<file path="src/rtl/viterbi_pkg.sv">
// Shared definitions for the Viterbi traceback block: trellis sizes, FSM encoding
// and the predecessor-state helper used during traceback.
package viterbi_pkg;

    localparam int NROWS     = 64;
    localparam int NBITS     = 4;
    localparam int ADDR_BITS = 6;
    localparam int SBITS     = 2;
    localparam int LEN_BITS  = ADDR_BITS + 1;

    typedef enum logic [1:0] {
        ST_WRITE = 2'd0,
        ST_TRACE = 2'd1,
        ST_EMIT  = 2'd2
    } tb_state_e;

    // State is {u_t, u_(t-1)}; walking back one step shifts the survivor bit in at the LSB.
    function automatic logic [SBITS-1:0] pred(input logic [SBITS-1:0] s, input logic b);
        return {s[SBITS-2:0], b};
    endfunction

endpackage

</file>
<file path="src/rtl/tb_bit_buffer.sv">
// Decoded-bit store: written out of order by the traceback, read in forward order on emit.
module tb_bit_buffer
    import viterbi_pkg::*;
(
    input  logic                 clk,
    input  logic                 rst_n,
    input  logic                 i_we,
    input  logic [ADDR_BITS-1:0] i_waddr,
    input  logic                 i_wdata,
    input  logic [ADDR_BITS-1:0] i_raddr,
    output logic                 o_rdata
);

    logic [NROWS-1:0] r_bits;

    always_ff @(posedge clk or negedge rst_n) begin
        if (!rst_n) begin
            r_bits <= '0;
        end else if (i_we) begin
            r_bits[i_waddr] <= i_wdata;
        end
    end

    assign o_rdata = r_bits[i_raddr];

endmodule

</file>
<file path="src/rtl/viterbi_traceback.sv">
// Frame-based Viterbi traceback: stores ACS decisions in the survivor RAM, traces back
// from the supplied end state, then streams the decoded bits out in forward order.
//
// state    | meaning
// WRITE    | accepting decision words, one RAM write per handshake
// TRACE    | one RAM read per cycle walking tptr from len-1 down to 0
// EMIT     | presenting buffered bits on the out_valid/out_ready stream
module viterbi_traceback
    import viterbi_pkg::*;
(
    input  logic                 clk,
    input  logic                 rst_n,
    input  logic                 dec_valid,
    output logic                 dec_ready,
    input  logic [NBITS-1:0]     dec,
    input  logic                 dec_last,
    input  logic [SBITS-1:0]     best_state,
    output logic                 rws,
    output logic                 cs,
    output logic [ADDR_BITS-1:0] cr,
    output logic [NBITS-1:0]     ram_din,
    input  logic [NBITS-1:0]     ram_dout,
    output logic                 out_valid,
    input  logic                 out_ready,
    output logic                 out_bit,
    output logic                 out_last
);

    tb_state_e            r_state;
    logic [ADDR_BITS-1:0] r_wptr;
    logic [ADDR_BITS-1:0] r_tptr;
    logic [ADDR_BITS-1:0] r_eptr;
    logic [LEN_BITS-1:0]  r_len;
    logic [SBITS-1:0]     r_tstate;

    logic                 w_dec_hs;
    logic                 w_buf_bit;
    logic [ADDR_BITS-1:0] w_last_idx;
    logic                 w_at_last;

    assign w_dec_hs   = dec_valid && (r_state == ST_WRITE);
    assign w_last_idx = ADDR_BITS'(r_len - LEN_BITS'(1));
    assign w_at_last  = (r_eptr == w_last_idx);

    always_ff @(posedge clk or negedge rst_n) begin
        if (!rst_n) begin
            r_state  <= ST_WRITE;
            r_wptr   <= '0;
            r_tptr   <= '0;
            r_eptr   <= '0;
            r_len    <= '0;
            r_tstate <= '0;
        end else begin
            case (r_state)
                ST_WRITE: begin
                    if (w_dec_hs) begin
                        // A full RAM closes the frame even without dec_last.
                        if (dec_last || (r_wptr == ADDR_BITS'(NROWS - 1))) begin
                            r_len    <= {1'b0, r_wptr} + LEN_BITS'(1);
                            r_tstate <= best_state;
                            r_tptr   <= r_wptr;
                            r_state  <= ST_TRACE;
                        end else begin
                            r_wptr <= r_wptr + ADDR_BITS'(1);
                        end
                    end
                end
                ST_TRACE: begin
                    r_tstate <= pred(r_tstate, ram_dout[r_tstate]);
                    if (r_tptr == '0) begin
                        r_eptr  <= '0;
                        r_state <= ST_EMIT;
                    end else begin
                        r_tptr <= r_tptr - ADDR_BITS'(1);
                    end
                end
                ST_EMIT: begin
                    if (out_ready) begin
                        if (w_at_last) begin
                            r_wptr  <= '0;
                            r_state <= ST_WRITE;
                        end else begin
                            r_eptr <= r_eptr + ADDR_BITS'(1);
                        end
                    end
                end
                default: begin
                    r_state <= ST_WRITE;
                end
            endcase
        end
    end

    // Decoded bit at each step is the MSB of the state being visited.
    tb_bit_buffer u_buf (
        .clk     (clk),
        .rst_n   (rst_n),
        .i_we    (r_state == ST_TRACE),
        .i_waddr (r_tptr),
        .i_wdata (r_tstate[SBITS-1]),
        .i_raddr (r_eptr),
        .o_rdata (w_buf_bit)
    );

    always_comb begin
        cs      = 1'b0;
        rws     = 1'b0;
        cr      = '0;
        ram_din = '0;
        case (r_state)
            ST_WRITE: begin
                if (dec_valid) begin
                    cs      = 1'b1;
                    rws     = 1'b1;
                    cr      = r_wptr;
                    ram_din = dec;
                end
            end
            ST_TRACE: begin
                cs = 1'b1;
                cr = r_tptr;
            end
            default: begin
                cs = 1'b0;
            end
        endcase
    end

    assign dec_ready = (r_state == ST_WRITE);
    assign out_valid = (r_state == ST_EMIT);
    assign out_bit   = out_valid && w_buf_bit;
    assign out_last  = out_valid && w_at_last;

endmodule

</file>
<file path="config.mk">
export PLATFORM = sky130hd
export DESIGN_NAME = viterbi_traceback
export DESIGN_NICKNAME = d
export VERILOG_FILES = /design/src/rtl/viterbi_pkg.sv /design/src/rtl/tb_bit_buffer.sv /design/src/rtl/viterbi_traceback.sv
export SDC_FILE = /design/constraint.sdc
export NUM_CORES = 1
export LEC_CHECK = 0
export CAP_MARGIN = 20
export CELL_PAD_IN_SITES_DETAIL_PLACEMENT = 0
export CELL_PAD_IN_SITES_GLOBAL_PLACEMENT = 1
export CORE_ASPECT_RATIO = 0.5
export CORE_MARGIN = 1
export CORE_UTILIZATION = 40
export CTS_CLUSTER_SIZE = 28
export DETAILED_ROUTE_END_ITERATION = 8
export GPL_ROUTABILITY_DRIVEN = 0
export PLACE_DENSITY = 0.79
export SKIP_LAST_GASP = 1
export SLEW_MARGIN = 5
export SYNTH_ARGS = -nofsm -noshare
export SYNTH_HDL_FRONTEND = slang
export SYNTH_SLANG_ARGS = --single-unit
</file>
<file path="constraint.sdc">
create_clock -name clk -period 3.2 [get_ports clk]
set_clock_uncertainty 0.05 [all_clocks]
set_input_delay 0.64 -clock clk [delete_from_list [all_inputs] [get_ports clk]]
set_output_delay 0.64 -clock clk [all_outputs]
set_load 0.05 [all_outputs]
</file>
=== Yosys cells after proc, flatten, opt, wreduce, memory -nomap -nowiden ===
Index checks and enable logic that the tools add are counted.

* Flip-flop bits (word level): 92
* Bits of input ports: 15
* Output and inout bits: 16
* Word-level logic and storage cells: 80

* Add/sub/neg operators: 5
* Magnitude comparators: 4
* Equal/unequal tests: 12
* Muxes and demuxes: 36
* Reductions and logical operators: 16

{| class="wikitable"
|+ Operators by type and width
! operator !! count
|-
| 6-bit two-way mux || 11
|-
| 64-bit bitwise mux || 1
|-
| 6-bit case mux with 2 select lines || 4
|-
| 6-bit by 1-bit adder with 6-bit output (second input constant) || 3
|-
| 6-bit by 7-bit < comparator with 1-bit output (second input constant) || 2
|-
| 2-bit two-way mux || 7
|-
| 6-bit by 1-bit subtractor with 6-bit output (second input constant) || 2
|-
| 5-bit AND reduction || 2
|-
| 4-bit two-way mux || 2
|-
| 2-bit by 1-bit inequality test with 1-bit output (second input constant) || 4
|-
| 2-bit inequality test (second input constant) || 4
|-
| 4-bit AND reduction || 2
|-
| 1-bit binary-select mux with 6-bit select || 1
|-
| 1-bit demux with 6-bit select || 1
|-
| 6-bit equality test || 1
|-
| 6-bit equality test (second input constant) || 1
|-
| 6-bit by 1-bit >= comparator with 1-bit output (second input constant) || 1
|-
| 6-bit logical NOT || 1
|-
| 2-bit case mux with 3 select lines || 1
|-
| 3-bit AND reduction || 2
|-
| 2-bit nonzero test || 3
|-
| 1-bit two-way mux || 5
|-
| 1-bit logical AND || 4
|-
| 2-bit case mux with 2 select lines || 1
|-
| 7 further kinds || 7
|}

=== Logic depth before layout (Yosys ltp) ===
* Depth in word-level cells: 5
* Gate-level depth with buffers: 9
* Mapped depth without buffers: 8

=== Cells and area by module ===
A second synthesis with hierarchy kept.

* Cells, all modules: 488
* Area, all modules: 5168.7 µm²

{| class="wikitable"
|+ Modules (own cells, without submodules)
! module !! instances !! cells each !! area each (µm²) !! seq. area each (µm²)
|-
| tb_bit_buffer || 1 || 277 || 3350.7 || 1601.5
|-
| viterbi_traceback || 1 || 211 || 1818.0 || 700.7
|}

=== Worst setup path before layout ===
Ideal clock, no wire load.

* Kind: flip-flop to output port
* From: reg r_eptr[1]
* To: out out_bit
* Data arrival time: 2.868 ns
* Data required time: 2.510 ns
* Setup slack: -0.358 ns
* Cell stages (with the launch flop): 6
* Buffers on the path: 2
* Path through: dfrtp_1 buf_2 buf_1 mux4_2 o22ai_1 o41ai_1

* Word-level cells in the longest chain between the ends: 3

{| class="wikitable"
|+ RTL lines
! item !! RTL line !! source
|-
| start: declaration || viterbi_traceback.sv:32 || <nowiki>logic [ADDR_BITS-1:0] r_eptr;</nowiki>
|-
| start signal: assignment || viterbi_traceback.sv:83 || <nowiki>r_eptr <= r_eptr + ADDR_BITS'(1);</nowiki>
|-
| 1-bit binary-select mux with 6-bit select || tb_bit_buffer.sv:24 || <nowiki>assign o_rdata = r_bits[i_raddr];</nowiki>
|-
| 1-bit two-way mux (not written as such) || tb_bit_buffer.sv:24 ||
|-
| 1-bit logical AND || viterbi_traceback.sv:131 || <nowiki>assign out_bit = out_valid && w_buf_bit;</nowiki>
|-
| end: declaration || viterbi_traceback.sv:25 || <nowiki>output logic out_bit,</nowiki>
|}

No other way between the ends. The select of a mux whose other input is x is not followed.

=== Final worst setup path ===
* From: reg r_eptr[0]
* To: out out_bit

The elaborated chain is that of the path after synthesis.

==> key figures <==
Pwr
  – Int Power: 3.48 mW
  – VDD IR max: 447 uV
  – Total power: around 6 mW
  – Sw power: 2.49 mW
  – Clk pwr share: 0.181
  – Leak Pwr: 2.54 nW
  – Gate power share: 0.468
  – PD cells: 1010 mW/mm2
  – Seq pwr share: 0.351
  – Net Sw Frac: 0.417

CTS
  – CTS Buf Count: 9
  – Worst skew pair latency: 0.35 ns
  – Cell at the root of the clock tree: clkbuf_16
  – Clock Path Buffers: 2
  – CTS tree: built
  – Hold_buf cts: 0
  – TritonCTS Sinks: 92
  – Clock transition at the registers of the reported paths: roughly 0.060 ns
  – H-tree Lvls: 3

Final layout
  – Fraction of layout cells with a size suffix above 1: 0.261
  – Area of the multi-input gates: approximately 0.0025 mm2
  – Sequential standard cell area: 0.00230 mm2
  – Finished Layout Cells: ~670
  – Antenna diodes: 0
  – Fillcell total: 1096
  – Final nets: 520
  – Layout area overhead: 18.2%

Place
  – IO buf count: 30
  – Hpwl dp: 8490 um
  – # placed instances: ~650
  – Setup WS pre-CTS: 0.343 ns

Critical path
  – Worst Path Max Fanout: 5
  – Critical Path Start Type: register
  – WP data required: 2.51 ns
  – Critical path arrival: 2.36 ns
  – Crit path kind: reg2out
  – Crit path capture type: output port

Detailed routing
  – DRC: 0
  – Initial DRC Count: ~330
  – DR WL/cell: roughly 19 um
  – TritonRoute pass-1 iters: 5
  – Vias per cell: 5.48
  – Vias: 3679
  – DRT antenna net count: 0
  – Routed WL: 12600 um

Synth
  – Register area share after synthesis: 0.461
  – Syn_area_per_cell: 10.7 um2
  – Synth Instances: around 470
  – Synthesized Nets: 487
  – Synth Warn #: 0
  – Synth cell types: 43
  – FF+latch count, synth: 92
  – Mapped Area: 0.00499 mm2

Floorplan
  – Core area: 0.0120 mm2
  – Die Area: between 0.01 and 0.015 mm2
  – Die Y: 81.0 um
  – Rows: 28
  – Boundary Pins: 31
  – Die X: 160 um
  – Starting Density: 0.416

Timing
  – Unrepaired setup endpoints after global routing: no
  – Hold_ws: 0.241 ns
  – Final Hold Viols: 0
  – Max-slew headroom: 0.415
  – Least-Margin Pin Slew: 0.874 ns
  – Final setup margin: 0.147 ns
  – Final TNS setup: 0 ns
  – Setup violations, final: 0
  – Crit path time final: 3.05 ns
  – Final Max Slew Viols: 0
  – Fmax: 0.328 GHz
  – Fin crit share: 0.954

GRT
  – Initial antenna violation count: 0
  – Global Route Usage Sum: 0.207
  – First-pass GRT wire length: just over 20000 um
  – Remaining global-route overflow: 0
  – Largest net degree at the start of global routing: 67
  – Vias in the first global route: 3700

Hold path
  – Hold crit path type: in2async

Run
  – Max-cap viol count: 0

Run status
  – Run status: complete, no violations
[cells by family after synthesis]
kind of cell,share of synthesized area
AND/OR/NAND/NOR,0.159
buffers and inverters,0.0328
XOR/XNOR,0.0140
flip-flops,0.461
multiplexers,0.250
adder cells (fa/ha/maj),0.0100
AO/OA/AOI/OAI,0.0732
[registers in the layout, summed over array words and instances, names as in the netlist]
register and cells:
r_wptr 6, u_buf.r_bits 64, r_state 2, r_eptr 6
r_tstate 2, r_len 6, r_tptr 6
[stage by stage]
step,util,area [um2]
after floorplan,-,5000
after global placement,0.466,5580
after detailed placement,0.466,5580
after CTS,0.491,5880
after global routing,0.492,5900
final,0.492,5900
[synth_stat cells (all sizes together)]
master,n,area share
dfrtp,92,0.46
nand2,69,0.052
mux2,64,0.14
nor2,49,0.037
o21ai,24,0.024
mux4,18,0.081
clkbuf,17,0.013
inv,14,0.011
mux2i,12,0.024
a21oi,11,0.011
and3,9,0.011
nand3,9,0.0090
buf,8,0.0095
nor3,8,0.0090
xnor2,7,0.012
nor2b,6,0.0075
a22oi,5,0.0075
nand4,5,0.0063
o22ai,5,0.0063
and2,4,0.0050
ha,4,0.010
nand2b,4,0.0050
a31oi,3,0.0038
nand3b,3,0.0045
or3,3,0.0038
a2111oi,2,0.0075
a31o,2,0.0035
nor3b,2,0.0030
a21o,1,0.0015
a2bb2oi,1,0.0030
and3b,1,0.0018
nor4,1,0.0025
o211ai,1,0.0015
o2bb2ai,1,0.0018
o41ai,1,0.0018
or2,1,0.0013
xor2,1,0.0018
[power groups by stage]
stage | Clock [mW] | Sequential (mW) | Combinational (mW)
2_1_floorplan | 0 | 1.85 | 2.07
3_3_place_gp | 0 | 2.10 | 2.71
3_5_place_dp | 0 | 2.11 | 2.75
4_1_cts | 1.10 | 2.09 | 2.77
5_1_grt | 1.15 | 2.16 | 3.04
6_report | 1.08 | 2.10 | 2.79
[metal layers]
metal / routed length (um) / track usage / up-vias
met5: 0 / 0 / -
met4: 221 / 0.0505 / 0
met3: 620 / 0.0526 / 25
met2: 5710 / 0.338 / 89
met1: 6010 / 0.280 / 1852
li1: - / - / 1713
[layout make-up]
type	count	area share
clock buffers	13	0.0424
clock inverters	3	0.00785
inverters	14	0.00891
multi-input cells	337	0.429
flip-flops and latches	92	0.390
well taps	165	0.0350
repair buffers	47	0.0859
[layout by cell type (no fill, tap or decap), types with 2 or more instances in the layout]
cell,instances
nor3b_1,2
o22ai_1,5
clkbuf_1,3
clkdlybuf4s50_1,20
dfrtp_1,91
nor2_1,48
mux4_2,18
or3_1,3
buf_4,18
a31oi_1,3
mux2_2,64
clkbuf_16,9
nand4_1,5
a31o_2,2
and3_1,9
a21oi_1,11
nand3b_1,3
a22oi_1,5
nand2_1,69
and2_1,4
nand2b_1,4
nor3_1,7
o21ai_0,23
ha_1,4
nand3_1,9
inv_1,14
buf_12,8
nor2b_1,6
mux2i_1,12
xnor2_1,7
[worst paths after layout]
kind | depth (start not counted) | end | startpoint | slack [ns]
max in group asynchronous | 2 | r_wptr[0]$_DFFE_PN0P_ | rst_n | 2.19
max | 6 | out_bit | r_eptr[0]$_DFFE_PN0P_ | 0.15
max reg2reg | 6 | r_tptr[0]$_DFFE_PN0P_ | r_tptr[4]$_DFFE_PN0P_ | 0.90
min in group clk | 1 | u_buf.r_bits[50]$_DFFE_PN0P_ | u_buf.r_bits[50]$_DFFE_PN0P_ | 0.45
min reg2reg | 1 | u_buf.r_bits[50]$_DFFE_PN0P_ | u_buf.r_bits[50]$_DFFE_PN0P_ | 0.45
min | 1 | u_buf.r_bits[9]$_DFFE_PN0P_ | rst_n | 0.24
[what timing repair did]
action                     in CTS  in global routing
resized for setup               0                  2
setup buffers                   0                  2
setup endpoints to repair       0                  1
[critical path: stages (launching register included)]
cell and delay, ns:
dfrtp_2 0.42, buf_4 0.15, mux4_2 0.49, mux4_2 0.49
o21ai_1 0.16, o41ai_2 0.10, buf_4 0.21
Power figures use the tool's default switching activity.
